===== src/rtl/cc_pkg.sv =====
// Shared definitions for the condition-code evaluation slice:
// flag bit positions, x86 tttn encodings and a flag packing helper.
package cc_pkg;

    localparam int unsigned FLAGS_W = 5;

    // Bit positions inside the architectural flags vector {OF,SF,ZF,PF,CF}
    localparam int unsigned FLAG_CF = 0;
    localparam int unsigned FLAG_PF = 1;
    localparam int unsigned FLAG_ZF = 2;
    localparam int unsigned FLAG_SF = 3;
    localparam int unsigned FLAG_OF = 4;

    // x86 tttn condition codes; odd codes invert the preceding even code
    localparam logic [3:0] CC_O   = 4'h0;
    localparam logic [3:0] CC_NO  = 4'h1;
    localparam logic [3:0] CC_B   = 4'h2;
    localparam logic [3:0] CC_NB  = 4'h3;
    localparam logic [3:0] CC_E   = 4'h4;
    localparam logic [3:0] CC_NE  = 4'h5;
    localparam logic [3:0] CC_BE  = 4'h6;
    localparam logic [3:0] CC_NBE = 4'h7;
    localparam logic [3:0] CC_S   = 4'h8;
    localparam logic [3:0] CC_NS  = 4'h9;
    localparam logic [3:0] CC_P   = 4'hA;
    localparam logic [3:0] CC_NP  = 4'hB;
    localparam logic [3:0] CC_L   = 4'hC;
    localparam logic [3:0] CC_NL  = 4'hD;
    localparam logic [3:0] CC_LE  = 4'hE;
    localparam logic [3:0] CC_NLE = 4'hF;

    // Assemble a flags vector from individual flag bits
    function automatic logic [FLAGS_W-1:0] pack_flags(
        input logic cf,
        input logic pf,
        input logic zf,
        input logic sf,
        input logic of
    );
        logic [FLAGS_W-1:0] f;
        f          = '0;
        f[FLAG_CF] = cf;
        f[FLAG_PF] = pf;
        f[FLAG_ZF] = zf;
        f[FLAG_SF] = sf;
        f[FLAG_OF] = of;
        return f;
    endfunction

endpackage


===== src/rtl/cc_decode.sv =====
// Combinational tttn evaluator: {flags, code} -> taken.
// Shared between the Jcc/SETcc path and the CMOV path.
module cc_decode
    import cc_pkg::*;
(
    input  logic [FLAGS_W-1:0] i_flags,
    input  logic [3:0]         i_code,
    output logic               o_taken
);

    logic w_base;

    // Evaluate the even (non-inverted) condition selected by code[3:1]
    always_comb begin
        w_base = 1'b0;
        case (i_code & 4'hE)
            CC_O:    w_base = i_flags[FLAG_OF];
            CC_B:    w_base = i_flags[FLAG_CF];
            CC_E:    w_base = i_flags[FLAG_ZF];
            CC_BE:   w_base = i_flags[FLAG_CF] | i_flags[FLAG_ZF];
            CC_S:    w_base = i_flags[FLAG_SF];
            CC_P:    w_base = i_flags[FLAG_PF];
            CC_L:    w_base = i_flags[FLAG_SF] ^ i_flags[FLAG_OF];
            CC_LE:   w_base = i_flags[FLAG_ZF] | (i_flags[FLAG_SF] ^ i_flags[FLAG_OF]);
            default: w_base = 1'b0;
        endcase
    end

    assign o_taken = w_base ^ i_code[0];

endmodule


===== src/rtl/cc_eval_unit.sv =====
// Execute-stage condition-code consumer: latches comparator/ALU flags,
// counts in-flight flag writers, evaluates tttn requests in order and
// returns results through a 2-entry response FIFO.
module cc_eval_unit
    import cc_pkg::*;
#(
    parameter int unsigned ID_W   = 4,
    parameter int unsigned PEND_W = 3
) (
    input  logic               clk,
    input  logic               reset,
    input  logic               flush,
    input  logic               alloc_valid,
    output logic               alloc_ready,
    input  logic               flg_valid,
    input  logic               flg_sub,
    input  logic               flg_carry,
    input  logic               flg_pf,
    input  logic               flg_zf,
    input  logic               flg_sf,
    input  logic               flg_of,
    input  logic               cc_valid,
    output logic               cc_ready,
    input  logic [3:0]         cc_code,
    input  logic [ID_W-1:0]    cc_id,
    output logic               res_valid,
    input  logic               res_ready,
    output logic               res_taken,
    output logic [ID_W-1:0]    res_id,
    output logic [FLAGS_W-1:0] flags,
    output logic               err_unalloc
);

    logic [PEND_W-1:0]  r_pending;
    logic [FLAGS_W-1:0] r_flags;
    logic               r_err;

    // FIFO held as head/tail registers so the response outputs come straight from flops
    logic               r_head_valid;
    logic               r_head_taken;
    logic [ID_W-1:0]    r_head_id;
    logic               r_tail_valid;
    logic               r_tail_taken;
    logic [ID_W-1:0]    r_tail_id;

    logic [PEND_W-1:0]  w_pend_next;
    logic [FLAGS_W-1:0] w_in_flags;
    logic [FLAGS_W-1:0] w_eval_flags;
    logic               w_alloc_ready;
    logic               w_alloc_fire;
    logic               w_bypass;
    logic               w_resolvable;
    logic               w_cc_ready;
    logic               w_push;
    logic               w_pop;
    logic               w_taken;

    // Comparator carry becomes a borrow for subtract/compare writebacks
    assign w_in_flags = pack_flags(flg_sub ? ~flg_carry : flg_carry,
                                   flg_pf, flg_zf, flg_sf, flg_of);

    assign w_alloc_ready = (r_pending != '1);
    assign w_alloc_fire  = alloc_valid & w_alloc_ready & ~flush;

    // The only outstanding writer retires this cycle and no new one arrives
    assign w_bypass     = (r_pending == PEND_W'(1)) & flg_valid & ~alloc_valid;
    assign w_resolvable = (r_pending == '0) | w_bypass;
    // A full FIFO blocks even if a pop happens this cycle: no res_ready -> cc_ready path
    assign w_cc_ready   = w_resolvable & ~r_tail_valid;
    assign w_eval_flags = w_bypass ? w_in_flags : r_flags;

    assign w_push = cc_valid & w_cc_ready & ~flush;
    assign w_pop  = r_head_valid & res_ready;

    cc_decode u_decode (
        .i_flags (w_eval_flags),
        .i_code  (cc_code),
        .o_taken (w_taken)
    );

    // Pending-writer count; an unallocated writeback at zero must not underflow
    always_comb begin
        w_pend_next = r_pending;
        if (flush) begin
            w_pend_next = '0;
        end else if (flg_valid && (r_pending == '0)) begin
            w_pend_next = '0;
        end else begin
            w_pend_next = r_pending + PEND_W'(w_alloc_fire) - PEND_W'(flg_valid);
        end
    end

    // Counter, flags and sticky error state
    always_ff @(posedge clk or posedge reset) begin
        if (reset) begin
            r_pending <= '0;
            r_flags   <= '0;
            r_err     <= 1'b0;
        end else begin
            r_pending <= w_pend_next;
            if (flg_valid) begin
                r_flags <= w_in_flags;
            end
            if (flg_valid && (r_pending == '0)) begin
                r_err <= 1'b1;
            end
        end
    end

    // In-order 2-entry response FIFO with simultaneous push/pop
    always_ff @(posedge clk or posedge reset) begin
        if (reset) begin
            r_head_valid <= 1'b0;
            r_head_taken <= 1'b0;
            r_head_id    <= '0;
            r_tail_valid <= 1'b0;
            r_tail_taken <= 1'b0;
            r_tail_id    <= '0;
        end else if (flush) begin
            r_head_valid <= 1'b0;
            r_tail_valid <= 1'b0;
        end else if (w_pop) begin
            if (r_tail_valid) begin
                r_head_valid <= 1'b1;
                r_head_taken <= r_tail_taken;
                r_head_id    <= r_tail_id;
                r_tail_valid <= w_push;
                if (w_push) begin
                    r_tail_taken <= w_taken;
                    r_tail_id    <= cc_id;
                end
            end else begin
                r_head_valid <= w_push;
                if (w_push) begin
                    r_head_taken <= w_taken;
                    r_head_id    <= cc_id;
                end
            end
        end else if (w_push) begin
            if (r_head_valid) begin
                r_tail_valid <= 1'b1;
                r_tail_taken <= w_taken;
                r_tail_id    <= cc_id;
            end else begin
                r_head_valid <= 1'b1;
                r_head_taken <= w_taken;
                r_head_id    <= cc_id;
            end
        end
    end

    assign alloc_ready = w_alloc_ready;
    assign cc_ready    = w_cc_ready;
    assign res_valid   = r_head_valid;
    assign res_taken   = r_head_taken;
    assign res_id      = r_head_id;
    assign flags       = r_flags;
    assign err_unalloc = r_err;

endmodule


===== config.mk =====
export PLATFORM = sky130hd
export DESIGN_NAME = cc_eval_unit
export DESIGN_NICKNAME = d
export VERILOG_FILES = /design/src/rtl/cc_pkg.sv /design/src/rtl/cc_decode.sv /design/src/rtl/cc_eval_unit.sv
export SDC_FILE = /design/constraint.sdc
export NUM_CORES = 1
export LEC_CHECK = 0
export ABC_AREA = 1
export BUFFER_PORTS_ARGS = -buffer_cell sky130_fd_sc_hd__buf_4
export CELL_PAD_IN_SITES_DETAIL_PLACEMENT = 1
export CELL_PAD_IN_SITES_GLOBAL_PLACEMENT = 1
export CORE_MARGIN = 2
export CORE_UTILIZATION = 25
export CTS_CLUSTER_DIAMETER = 30
export DETAILED_ROUTE_END_ITERATION = 16
export PLACE_DENSITY = 0.58
export RECOVER_POWER = 50
export SETUP_SLACK_MARGIN = 0.05
export SYNTH_ARGS = -nofsm -noshare
export SYNTH_HDL_FRONTEND = slang
export SYNTH_SLANG_ARGS = --single-unit

===== constraint.sdc =====
create_clock -name clk -period 2 [get_ports clk]
set_input_delay 0.1 -clock clk [delete_from_list [all_inputs] [get_ports clk]]
set_output_delay 0.1 -clock clk [all_outputs]
set_load 0.005 [all_outputs]

Yosys cells after proc, flatten, opt, wreduce, memory -nomap -nowiden
Index checks and enable logic that the tools add are counted.
W data, S select, Z words.
{ "word_totals": {"latch_bits": 0, "romBits": 0, "memories": 0, "output_inout_bits": 14, "ram_bits": 0, "ff_bits": 21, "wordCells": 82, "input_bits": 21} }
{ "classes": {"shifts": 0, "muxes": 32, "addsub": 2, "magnitude_cmp": 0, "n_bitwise": 17, "eq_ne": 11, "div_mod_pow": 0, "n_reduce_logical": 11, "n_mul": 0} }
{ "ops": {"columns": ["operator", "n"], "rows": [
  ["$mux W4", 9],
  ["$mux W1", 19],
  ["$eq A3 B3 Y1 const B", 4],
  ["$and A1 B1 Y1", 8],
  ["$pmux W1 S8", 1],
  ["$reduce_and A4 Y1", 2],
  ["$eq A3 B1 Y1 const B", 2],
  ["$eq A3 B2 Y1 const B", 2],
  ["$mux W3", 2],
  ["$reduce_bool A2 Y1", 3],
  ["$reduce_bool A3 Y1", 2],
  ["$mux W5", 1],
  ["$logic_not A4 Y1", 1],
  ["$not A1 Y1", 4],
  ["$add A3 B1 Y3", 1],
  ["$logic_not A3 Y1", 1],
  ["$ne A3 B3 Y1 const B", 1],
  ["$or A1 B1 Y1", 3],
  ["$sub A3 B1 Y3", 1],
  ["$ne A2 B1 Y1 const B", 1],
  ["$ne A2 B2 Y1 const B", 1],
  ["$reduce_and A2 Y1", 1],
  ["$xor A1 B1 Y1", 2],
  ["$logic_and A1 B1 Y1", 1]
]} }

Longest topological paths before layout
{ "depth": {"word_depth": 11, "depth_mapped": 15, "mapped_depth_nobuf": 15} }

Modules after synthesis
From an unflattened synthesis, not the netlist that was laid out.
{ "unflattened": {"hier_cells": 163, "hier_area_um2": 1233.7} }
{ "by_module_without_submodules": {"columns": ["module", "n_inst", "cells_per_inst", "seq_area_each_um2", "area_per_inst_um2"], "rows": [
  ["cc_eval_unit", 1, 141, 525.5, 1138.6],
  ["cc_decode", 1, 22, 0.0, 95.1]
]} }

Worst setup path before layout
OpenSTA, ideal clock, no wires.
{ "synth_path": {"path_type": "register to register", "start": "reg r_pending[1]", "end": "reg r_pending[2]", "t_required_ns": 1.881, "synth_period_minus_slack_ns": 1.781, "setup_time_ns": 0.119, "arrival_time_ns": 1.662, "n_path_buf": 0, "stages_incl_launch_ff": 9, "setup_slack_ns": 0.219, "path_cell_list": "dfrtp_1 nand3_1 nand3_1 ha_1 inv_1 ha_1 fa_1 xnor2_1 nor2_1"} }
{ "synth_via": {"elab_chain_len": 7, "word_cells_on_any_way": 9, "cone_classes": "2 x add/sub; 1 x eq/ne; 2 x mux; 2 x bitwise; 2 x reduce/logical"} }
{ "synth_rtl": {"columns": ["item", "line", "text"], "rows": [
  ["from (decl)", "cc_eval_unit.sv:34", "logic [PEND_W-1:0] r_pending;"],
  ["from (signal assigned)", "cc_eval_unit.sv:100", "r_pending <= w_pend_next;"],
  ["$ne A3 B3 Y1", "cc_eval_unit.sv:62", "assign w_alloc_ready = (r_pending != '1);"],
  ["via alloc_ready", "cc_eval_unit.sv:14", "output logic alloc_ready,"],
  ["$and A1 B1 Y1 (2 in a row)", "cc_eval_unit.sv:63", "assign w_alloc_fire = alloc_valid & w_alloc_ready & ~flush;"],
  ["$add A3 B1 Y3", "cc_eval_unit.sv:89", "w_pend_next = r_pending + PEND_W'(w_alloc_fire) - PEND_W'(flg_valid);"],
  ["$sub A3 B1 Y3", "cc_eval_unit.sv:89", null],
  ["$mux W3", "cc_eval_unit.sv:86", "end else if (flg_valid && (r_pending == '0)) begin"],
  ["$mux W3", "cc_eval_unit.sv:84", "if (flush) begin"],
  ["via w_pend_next[2]", "cc_eval_unit.sv:46", "logic [PEND_W-1:0] w_pend_next;"]
]} }
The timed path passes the listed nets, and every way through them passes these cells.
A chain may end at the register's enable or synchronous reset.

Worst setup path after layout
{ "layout_path": {"start": "reg r_pending[0]", "end": "reg r_pending[1]"} }
{ "layout_via": {"elab_chain_len": 7, "word_cells_on_any_way": 9, "cone_classes": "2 x add/sub; 1 x eq/ne; 2 x mux; 2 x bitwise; 2 x reduce/logical"} }
{ "layout_rtl": {"columns": ["item", "line"], "rows": [
  ["$ne A3 B3 Y1", "cc_eval_unit.sv:62"],
  ["$and A1 B1 Y1 (2 in a row)", "cc_eval_unit.sv:63"],
  ["$add A3 B1 Y3", "cc_eval_unit.sv:89"],
  ["$sub A3 B1 Y3", "cc_eval_unit.sv:89"],
  ["$mux W3 *", "cc_eval_unit.sv:86"],
  ["$mux W3 *", "cc_eval_unit.sv:84"],
  ["via w_pend_next[1]", "cc_eval_unit.sv:46"]
]} }
Mark *: on every way through the listed nets, which the timed path passes. The rest lies on a longest branch.

==> flow_metrics.py <==
metrics = {
    "routing": {
        "ant_nets": 0,
        "wl_met1_um": 1680,
        "drc_errors": 0,
        "routedWlPerCell_um": 12.7,
        "vias": 1178,
        "met2WireLength_um": 1620,
        "highest_layer": "met4",
        "dr.pass1.iters": 2,
        "wirelength_um": 3460,
        "wl_met3_um": 108,
        "viasPerCell": 4.32,
        "drt_iter0_markers": 28,
    },
    "global_routing": {
        "grt_max_degree": 22,
        "grt-ovfl-total": 0,
        "antenna_found_initial": 0,
        "grt_pass1_wl_um": 5780,
        "grt_usage_pct": 12.2,
        "grt_pass1_vias": 1202,
    },
    "critical_path": {
        "worstPathArrival_ns": 2.07,
        "rr_endpoint": "r_pending[1]",
        "critPathCapture": "r_pending[1]",
        "worstSetupStartpointType": "flip-flop",
        "crit_fanout": 4,
        "ff2ff_path_depth": 8,
        "slowest_delay_ns": 0.52,
        "end_kind": "flip-flop",
        "path_cells": "nand3_2 -> nand3_1 -> ha_1 -> inv_1 -> ha_1 -> fa_2 -> inv_1 -> nor2_1",
        "critical_path_depth": 8,
        "crit_path_start": "r_pending[0]",
        "r2r_slack_ns": 0.13,
        "cp_top_family": "adder cells",
        "cp.required_ns": 2.20,
        "cpMaxStageDelayCell": "fa_2",
        "cp_num_buf_inv": 2,
        "reg2reg_from": "r_pending[0]",
        "path_class": "flip-flop to flip-flop",
    },
    "die": {
        "die_area_mm2": 0.00579,
        "num_io_pins": 35,
        "die_y_um": 76.1,
        "core_mm2": 0.00507,
        "die_w_um": 76.1,
        "initial_core_util_pct": 25.6,
        "rows": 26,
    },
    "yosys": {
        "ys_top_cells_by_area": "dfrtp_1, nand2_1, inv_1",
        "syn_nets": 184,
        "yosys_warnings": 0,
        "ys_ff_latch": 21,
        "synth_top_area_share_pct": 40.4,
        "synth.distinct_cells": 28,
        "yosysSeqAreaShare_pct": 40.4,
        "syn-cell-area_mm2": 0.00130,
        "syn_inst": 160,
        "synth_area_leader_cell": "dfrtp_1",
        "syn_avg_cell_area_um2": 8.12,
    },
    "power": {
        "p_per_area_mw_per_mm2": 987,
        "irDropWorstVdd_v": 0.000334,
        "p_leak_nw": 0.876,
    },
    "cts": {
        "clock_sinks": 21,
        "clock_latency_ns": 0.27,
        "cts_buffer_depth": 2,
        "cts_tree": "yes",
        "cts_buffers": 3,
        "path_clk_slew_ns": 0.09,
        "htree_levels": 1,
        "clockRootBuffer": "clkbuf_8",
    },
    "job": {
        "maxCapViolCount": 0,
    },
    "final_layout": {
        "drive_gt1_share_pct": 34.0,
        "layout.cells.most_common": "nand2_1",
        "final_cell_mix": "nand2_1, buf_4, inv_1, dfrtp_1",
        "syn_to_final_growth_pct": 33.9,
        "diodes": 0,
        "utilization_pct": 34.3,
        "nNetsFinal": 228,
        "nFillCells": 640,
    },
    "place": {
        "hpwl_um": 2700,
        "finalWeightedCongestion": 0.763,
        "io_buffer_count": 34,
    },
    "timing": {
        "slew_headroom_pct": 42.3,
        "clock_skew_ns": 0.00570,
        "fin_crit_sh_pct": 93.3,
        "rsz0062_at_grt": "no",
        "drv_slew": 0,
        "finalCriticalPeriod_ns": 1.87,
        "setup-violations-final": 0,
        "tightest_slew_ns": 0.865,
        "tns_ns": 0,
        "hold_violations": 0,
        "clock.fmax_ghz": 0.536,
    },
    "hold_path": {
        "min_path_type": "input port to async pin",
    },
    "run_status": {
        "status": "finished clean",
    },
}
timing repair:
| action | 4_1_cts | 5_1_grt |
|---|---|---|
| endpoints found under the setup margin | 1 | 4 |
| gates resized for setup | 1 | 3 |
| buffers inserted | 1 | 4 |
| hold buffers | 0 | 0 |
| pin swaps | 0 | 2 |
registers in the layout, indices dropped and copies added, names as in the netlist:
register	flops
r_tail_valid	1
r_tail_taken	1
res_valid	1
res_id	4
r_pending	3
err_unalloc	1
r_tail_id	4
flags	5
res_taken	1
worst reg2reg max path: stages, from the launching register on:
cell	delay (ns)
dfrtp_1	0.43
nand3_2	0.09
nand3_1	0.09
ha_1	0.29
inv_1	0.04
ha_1	0.20
fa_2	0.52
inv_1	0.04
nor2_1	0.10
layer usage:
layer	GRT usage [%]	vias to the layer above
li1	-	597
met1	16.2	557
met2	19.2	19
met3	2.73	5
met4	5.27	0
met5	0	-
cell families (layout without fill, tap and decap cells):
family	count (synthesis)	after routing	synth area share, %
AOI/OAI and AO/OA	21	21	12.7
DFF	21	21	40.4
xor gates and xnor gates	3	3	2.02
buffers and inverters	24	67	7.31
and+or+nand+nor	87	87	33.2
muxes	1	1	0.866
adders and majority gates	3	3	3.46
cell type report:
| type | count | area, um2 | share of cell area [%] |
|---|---|---|---|
| multi-input combinational | 115 | 687 | 39.5 |
| sequential | 21 | 528 | 30.3 |
| timing repair buffer | 40 | 300 | 17.3 |
| inverter | 23 | 91.3 | 5.25 |
| tap | 70 | 87.6 | 5.03 |
| clock buffer | 3 | 41.3 | 2.37 |
| clock inverter | 1 | 5.00 | 0.288 |
power by group:
part           total [mW]  internal [mW]  switching (mW)
clock               0.303          0.140           0.164
sequential          0.649          0.560          0.0882
combinational       0.766          0.365           0.401
Yosys cell counts, drive strengths merged:
cell and number:
a21oi 6, a31oi 4, clkbuf 1, clkinv 1, dfrtp 21, fa 1
ha 2, inv 22, mux2 1, nand2 55, nand3 14, nand3b 2
nor2 15, nor3 1, o21ai 11, xnor2 3
per-stage QoR:
step	hold slack, ns	setup WS [ns]	cell area (um2)	total power, mW	cells
floorplan	0.0765	0.219	1300	1.10	160
global placement	0.318	0.224	1650	1.34	264
detailed placement	0.326	0.0463	1650	1.37	264
CTS	0.0384	0.0568	1700	1.69	269
global route	0.0450	0.0436	1740	1.85	273
finish	0.00161	0.133	1740	1.72	273
worst min path at each step:
stage                         to  slack [ns]  cells past startpoint
finish               err_unalloc       0.002                      2
global route        r_tail_id[0]        0.04                      3
CTS                 r_pending[0]        0.04                      2
detailed placement  r_tail_id[1]        0.33                      3
global placement     err_unalloc        0.32                      2
floorplan            err_unalloc        0.08                      1
(Power assumes the default switching activity.)
